<file path="config.mk">
export PLATFORM = sky130hd
export DESIGN_NAME = facto_queue_core
export DESIGN_NICKNAME = d
export VERILOG_FILES = /design/src/rtl/facto_queue_core.sv
export SDC_FILE = /design/constraint.sdc
export NUM_CORES = 2
export LEC_CHECK = 0
export ABC_AREA = 1
export ABC_CLOCK_PERIOD_IN_PS = 12110
export BUFFER_PORTS_ARGS = -buffer_cell sky130_fd_sc_hd__clkbuf_2
export CELL_PAD_IN_SITES_DETAIL_PLACEMENT = 0
export CELL_PAD_IN_SITES_GLOBAL_PLACEMENT = 1
export CORE_AREA = 5 5 475 477
export DETAILED_ROUTE_END_ITERATION = 12
export DIE_AREA = 0 0 480 482
export GPL_TIMING_DRIVEN = 0
export PLACE_DENSITY = 0.67
export SETUP_SLACK_MARGIN = 0.3
export SLEW_MARGIN = 40
export SYNTH_ARGS = -nofsm -noshare
export SYNTH_HDL_FRONTEND = slang
export SYNTH_SLANG_ARGS = --single-unit
</file>
<file path="constraint.sdc">
create_clock -name clk -period 12.11 [get_ports clk]
set_input_delay 2.422 -clock clk [delete_from_list [all_inputs] [get_ports clk]]
set_output_delay 2.422 -clock clk [all_outputs]
set_load 0.1 [all_outputs]
</file>
<file path="src/rtl/facto_queue_core.sv">
// Factorial job queue: operands are queued through a 64-bit register port, n! is built one
// multiply per cycle and queued as a result. Define FACTO_OVF_DETECT_EN for saturating overflow.
module facto_queue_core #(
    parameter int OPND_W     = 8,
    parameter int RES_W      = 128,
    parameter int FIFO_DEPTH = 4
) (
    input  logic        clk,
    input  logic        reset_n,
    input  logic        s_sel,
    input  logic        s_wr,
    input  logic [15:0] s_addr,
    input  logic [63:0] s_din,
    output logic [63:0] s_dout,
    output logic        interrupt
);

    localparam int AW = $clog2(FIFO_DEPTH);
    localparam int CW = AW + 1;

    typedef enum logic [1:0] {IDLE, LOAD, MUL, DONE} state_t;

    state_t             state;
    logic [RES_W-1:0]   acc;
    logic [OPND_W-1:0]  cnt;
    logic [OPND_W-1:0]  job_n;
    logic               pend;

    logic               opstart, opclear, intr_en, drop, ovf;

    logic [OPND_W-1:0]  opnd_mem [FIFO_DEPTH];
    logic [AW-1:0]      opnd_rd, opnd_wr;
    logic [CW-1:0]      opnd_cnt;
    logic [RES_W-1:0]   res_mem [FIFO_DEPTH];
    logic [AW-1:0]      res_rd, res_wr;
    logic [CW-1:0]      res_cnt;

    logic               wr_en;
    logic [2:0]         idx;
    logic               opnd_full, opnd_empty, res_full, res_empty, busy;
    logic               opnd_push_req, opnd_push_ok, deq;
    logic               res_pop_ok, res_can, res_push, mul_last;
    logic [RES_W:0]     mul_res;
    logic [127:0]       head_ext;
    logic [63:0]        status_word;
    logic               unused_bits;

    // Returns {overflow, product}; with detection enabled an overflowing product saturates.
    function automatic logic [RES_W:0] sat_mul(input logic [RES_W-1:0] a,
                                               input logic [OPND_W-1:0] k);
        logic [RES_W+OPND_W-1:0] p;
        logic                    unused_hi;
        p = {{OPND_W{1'b0}}, a} * {{RES_W{1'b0}}, k};
        unused_hi = |p[RES_W+OPND_W-1:RES_W];
`ifdef FACTO_OVF_DETECT_EN
        if (unused_hi) return {1'b1, {RES_W{1'b1}}};
`endif
        return {1'b0, p[RES_W-1:0]};
    endfunction

    assign unused_bits = ^{s_addr[15:6], s_addr[2:0], s_din[63:OPND_W]};

    assign wr_en      = s_sel && s_wr;
    assign idx        = s_addr[5:3];
    assign opnd_full  = (opnd_cnt == CW'(FIFO_DEPTH));
    assign opnd_empty = (opnd_cnt == '0);
    assign res_full   = (res_cnt == CW'(FIFO_DEPTH));
    assign res_empty  = (res_cnt == '0);
    assign busy       = (state != IDLE);

    assign deq           = (state == IDLE) && opstart && !opclear && !opnd_empty;
    assign opnd_push_req = wr_en && (idx == 3'd4) && !opclear;
    // A push into a full queue still lands when the engine frees a slot on the same edge.
    assign opnd_push_ok  = opnd_push_req && (!opnd_full || deq);
    assign res_pop_ok    = wr_en && (idx == 3'd7) && s_din[0] && !res_empty && !opclear;
    assign res_can       = !res_full || res_pop_ok;
    assign mul_last      = (state == MUL) && (cnt <= OPND_W'(1));
    assign res_push      = !opclear && res_can &&
                           (mul_last || ((state == DONE) && pend));
    assign mul_res       = sat_mul(acc, cnt);

    assign head_ext    = 128'(res_mem[res_rd]);
    assign status_word = {48'b0, 8'(res_cnt), 1'b0, ovf, drop,
                          res_full, res_empty, opnd_empty, opnd_full, busy};

    always_comb begin
        s_dout = '0;
        if (s_sel && !s_wr) begin
            case (idx)
                3'd0:    s_dout = {63'b0, opstart};
                3'd1:    s_dout = {63'b0, opclear};
                3'd2:    s_dout = status_word;
                3'd3:    s_dout = {63'b0, intr_en};
                3'd5:    s_dout = res_empty ? 64'b0 : head_ext[127:64];
                3'd6:    s_dout = res_empty ? 64'b0 : head_ext[63:0];
                default: s_dout = '0;
            endcase
        end
    end

    always_ff @(posedge clk) begin
        if (!reset_n) begin
            opstart   <= 1'b0;
            opclear   <= 1'b0;
            intr_en   <= 1'b0;
            drop      <= 1'b0;
            interrupt <= 1'b0;
        end else begin
            if (wr_en && idx == 3'd0) opstart <= s_din[0];
            if (wr_en && idx == 3'd1) opclear <= s_din[0];
            if (wr_en && idx == 3'd3) intr_en <= s_din[0];
            if (opclear)
                drop <= 1'b0;
            else if (opnd_push_req && !opnd_push_ok)
                drop <= 1'b1;
            interrupt <= intr_en && !res_empty;
        end
    end

    always_ff @(posedge clk) begin
        if (opnd_push_ok) opnd_mem[opnd_wr] <= s_din[OPND_W-1:0];
        if (res_push)     res_mem[res_wr]   <= acc;
    end

    always_ff @(posedge clk) begin
        if (!reset_n || opclear) begin
            opnd_rd  <= '0;
            opnd_wr  <= '0;
            opnd_cnt <= '0;
            res_rd   <= '0;
            res_wr   <= '0;
            res_cnt  <= '0;
        end else begin
            if (opnd_push_ok) opnd_wr <= opnd_wr + AW'(1);
            if (deq)          opnd_rd <= opnd_rd + AW'(1);
            opnd_cnt <= opnd_cnt + CW'(opnd_push_ok) - CW'(deq);
            if (res_push)     res_wr <= res_wr + AW'(1);
            if (res_pop_ok)   res_rd <= res_rd + AW'(1);
            res_cnt <= res_cnt + CW'(res_push) - CW'(res_pop_ok);
        end
    end

    // The result is pushed on the edge that leaves MUL; DONE only holds it while the queue is full.
    always_ff @(posedge clk) begin
        if (!reset_n) begin
            state <= IDLE;
            acc   <= '0;
            cnt   <= '0;
            job_n <= '0;
            pend  <= 1'b0;
            ovf   <= 1'b0;
        end else if (opclear) begin
            state <= IDLE;
            pend  <= 1'b0;
            ovf   <= 1'b0;
        end else begin
            case (state)
                IDLE: begin
                    if (deq) begin
                        job_n <= opnd_mem[opnd_rd];
                        state <= LOAD;
                    end
                end
                LOAD: begin
                    acc   <= RES_W'(1);
                    cnt   <= job_n;
                    state <= MUL;
                end
                MUL: begin
                    if (cnt > OPND_W'(1)) begin
                        acc <= mul_res[RES_W-1:0];
                        cnt <= cnt - OPND_W'(1);
                        if (mul_res[RES_W]) ovf <= 1'b1;
                    end else begin
                        pend  <= !res_can;
                        state <= DONE;
                    end
                end
                DONE: begin
                    if (!pend || res_can) begin
                        pend  <= 1'b0;
                        state <= IDLE;
                    end
                end
                default: state <= IDLE;
            endcase
        end
    end

endmodule

</file>
==> flow_metrics.env <==
export IMPL_post_cts_resized=0
export IMPL_final_cells=12000
export IMPL_slew_viol_final=0
export IMPL_finalPower_uw=6340
export IMPL_area_delta_synth_final_pct=11.8
export IMPL_tritoncts="built"
export IMPL_fin_nets=9901
export IMPL_cp_required_ns=9.69
export IMPL_core_area_um2=221000
export IMPL_drc=0
export IMPL_first_iter_violations=5525
export IMPL_grt_usage=0.249
export IMPL_ir_drop_v=0.000110
export IMPL_clk_latency_ns=0.69
export IMPL_cp_max_fo=10
export IMPL_ys_top_cells_by_area="edfxtp_1, fa_1, nand2_1"
export IMPL_drv_cap=0
export IMPL_end_kind="output pin"
export IMPL_die_area_um2=231000
export IMPL_grt_util_met1=0.331
export IMPL_synthArstFlopShare=0
export IMPL_setup_viol=0
export IMPL_reg2regPathDepth=22
export IMPL_leakagePower_uw=0.0399
export IMPL_pwr_density_cell_nw_per_um2=86.1
export IMPL_use_met3=0.0539
export IMPL_wl_per_cell_um=24.3
export IMPL_drtPass1Iterations=6
export IMPL_io_buffers=79
export IMPL_grt_max_degree=18
export IMPL_seq_area_frac_synth=0.299
export IMPL_worst_slew_pin_slew_ns=0.877
export IMPL_dpl_cell_count=11800
export IMPL_clock_path_buffers=3
export IMPL_vias=57200
export IMPL_antenna_left=0
export IMPL_yosysTopAreaCell="edfxtp_1"
export IMPL_dp_slack_ns=4.17
export IMPL_grt_most_used_layer="met2"
export IMPL_viasPerCell=4.78
export IMPL_start_util=0.298
export IMPL_synth_cells=8730
export IMPL_criticalPathCategory="in2out"
export IMPL_status="finished clean"
export IMPL_arrival_ns=5.49
export IMPL_avgSynthCellArea_um2=7.55
export IMPL_synthDistinctLibCells=52
export IMPL_fin_crit_ns=7.91
export IMPL_slew_headroom=0.416
export IMPL_synth_main_ff_cell="edfxtp_1"
export IMPL_htreeDepth=3
export IMPL_grt_pass1_wl_mm=413
export IMPL_clock_fmax_ghz=0.126
export IMPL_grt_overflow=0
export IMPL_synth_edff_count=544
export IMPL_drive_gt1_frac=0.0730
export IMPL_use_met2=0.398
export IMPL_finalCritPeriodShare=0.653
export IMPL_finalWeightedCongestion=0.993
export IMPL_rsz0062_at_grt="no"
export IMPL_finalWorstSetupSlack_ns=4.20
export IMPL_clk_pin_slew_ns=0.06
export IMPL_yosys_warnings=0
export IMPL_grt_pass1_vias=57000
export IMPL_post_cts_buffers=0
export IMPL_hold_depth=2
export IMPL_syn_num_nets=9700
export IMPL_hold_path_class="reg2reg"
export IMPL_netlist_area_leader_share=0.248
export IMPL_crit_path_start_kind="input port"
export IMPL_place_detailed_hpwl_mm=244
export IMPL_synth_area_um2=65900
export IMPL_skew_ns=0.0569
export IMPL_finalSetupTns_ns=0
export IMPL_cts_inserted_buffers=73
export IMPL_antenna_found_initial=7
export IMPL_boundaryPins=149
export IMPL_postCtsHoldBufs=0
export IMPL_layout_commonest_cell="nand2_1"
export IMPL_ys_ff_latch=712
export IMPL_cts_sinks=712
export IMPL_place_area_um2=71100
export IMPL_die_width_um=480
export IMPL_fin_area_um2=73700
export IMPL_hold_viol=0
export IMPL_drt_total_wl_mm=291
export IMPL_layout_common_cells="nand2_1, inv_1, fa_1"
export IMPL_num_rows=173
export IMPL_clock_root_buffer="clkbuf_16"
export IMPL_die_y_um=482
-- Yosys cell counts (all sizes together) (2+ instances only) --
master and n:
o211ai 4, fa 734, buf 71, ha 152
clkbuf 316, clkinv 7, a21o 6, nor4 4
nor2 633, xnor2 5, or2 22, nand4 32
o22ai 128, xor2 14, a221oi 2, a211oi 3
a22o 5, nand2 2711, a31oi 10, dfxtp 168
nor3 28, edfxtp 544, o21bai 15, inv 2201
nand3 211, a21oi 335, o21ai 350, nand3b 12
-- through the flow --
stage / utilization / hold WS (ns)
2_1_floorplan: - / 0.428
3_3_place_gp: 0.317 / 0.440
3_5_place_dp: 0.322 / 0.455
4_1_cts: 0.333 / 0.465
5_1_grt: 0.333 / 0.499
6_report: 0.333 / 0.463
-- metal layers --
metal  vias to the layer above  share of wire
met2                      2335           0.45
met1                     28200           0.42
li1                      26300              -
met3                       430          0.089
met5                         -       0.000093
met4                         4          0.046
-- where the power goes --
part	total [uW]	switching, uW	internal [uW]
Combinational	1160	928	234
Sequential	2780	38.3	2750
Clock	2400	1040	1360
-- cells by family (layout without fill, tap and decap cells) --
family	count (synthesis)	after routing	share of synthesized area
buffers and inverters	2595	2856	0.149
flip-flops	712	712	0.299
XOR/XNOR	19	19	0.00253
adder cells (fa/ha/maj)	886	886	0.252
AO/OA/AOI/OAI	864	864	0.0706
other	0	8	0
AND/OR/NAND/NOR	3654	3654	0.227
-- layout make-up --
| cell class | instances | area (um^2) |
|---|---|---|
| diodes | 8 | 20.0 |
| plain buffers | 387 | 1630 |
| clock buffers | 86 | 1970 |
| clock inverters | 49 | 569 |
| fillers | 23700 | 147000 |
| inverters | 2208 | 8290 |
| multi-input cells | 5423 | 36400 |
| flip-flops and latches | 712 | 19700 |
| well taps | 2975 | 3720 |
| repair buffers | 126 | 1390 |
-- critical path, cell delays in order --
cell	delay, ns
clkbuf_2	0.15
inv_1	0.10
nor2_2	0.66
clkbuf_1	0.67
buf_2	0.38
nand2_1	0.08
a21oi_1	0.42
clkbuf_2	0.55
-- final timing paths --
kind	slack, ns	start	to
max	4.20	s_addr[5]	s_dout[57]
min	0.46	drop	drop
max reg2reg	4.40	cnt[5]	acc[125]
min reg2reg	0.46	drop	drop
-- sequential cells by signal, summed over array words and instances (netlist names), 2 cells and up, named ones only --
register  cells
res_cnt       3
res_mem     512
opnd_cnt      3
opnd_mem     32
opnd_rd       2
res_wr        2
res_rd        2
acc         128
cnt           8
job_n         8
opnd_wr       2
state         2
(Power assumes the default switching activity.)
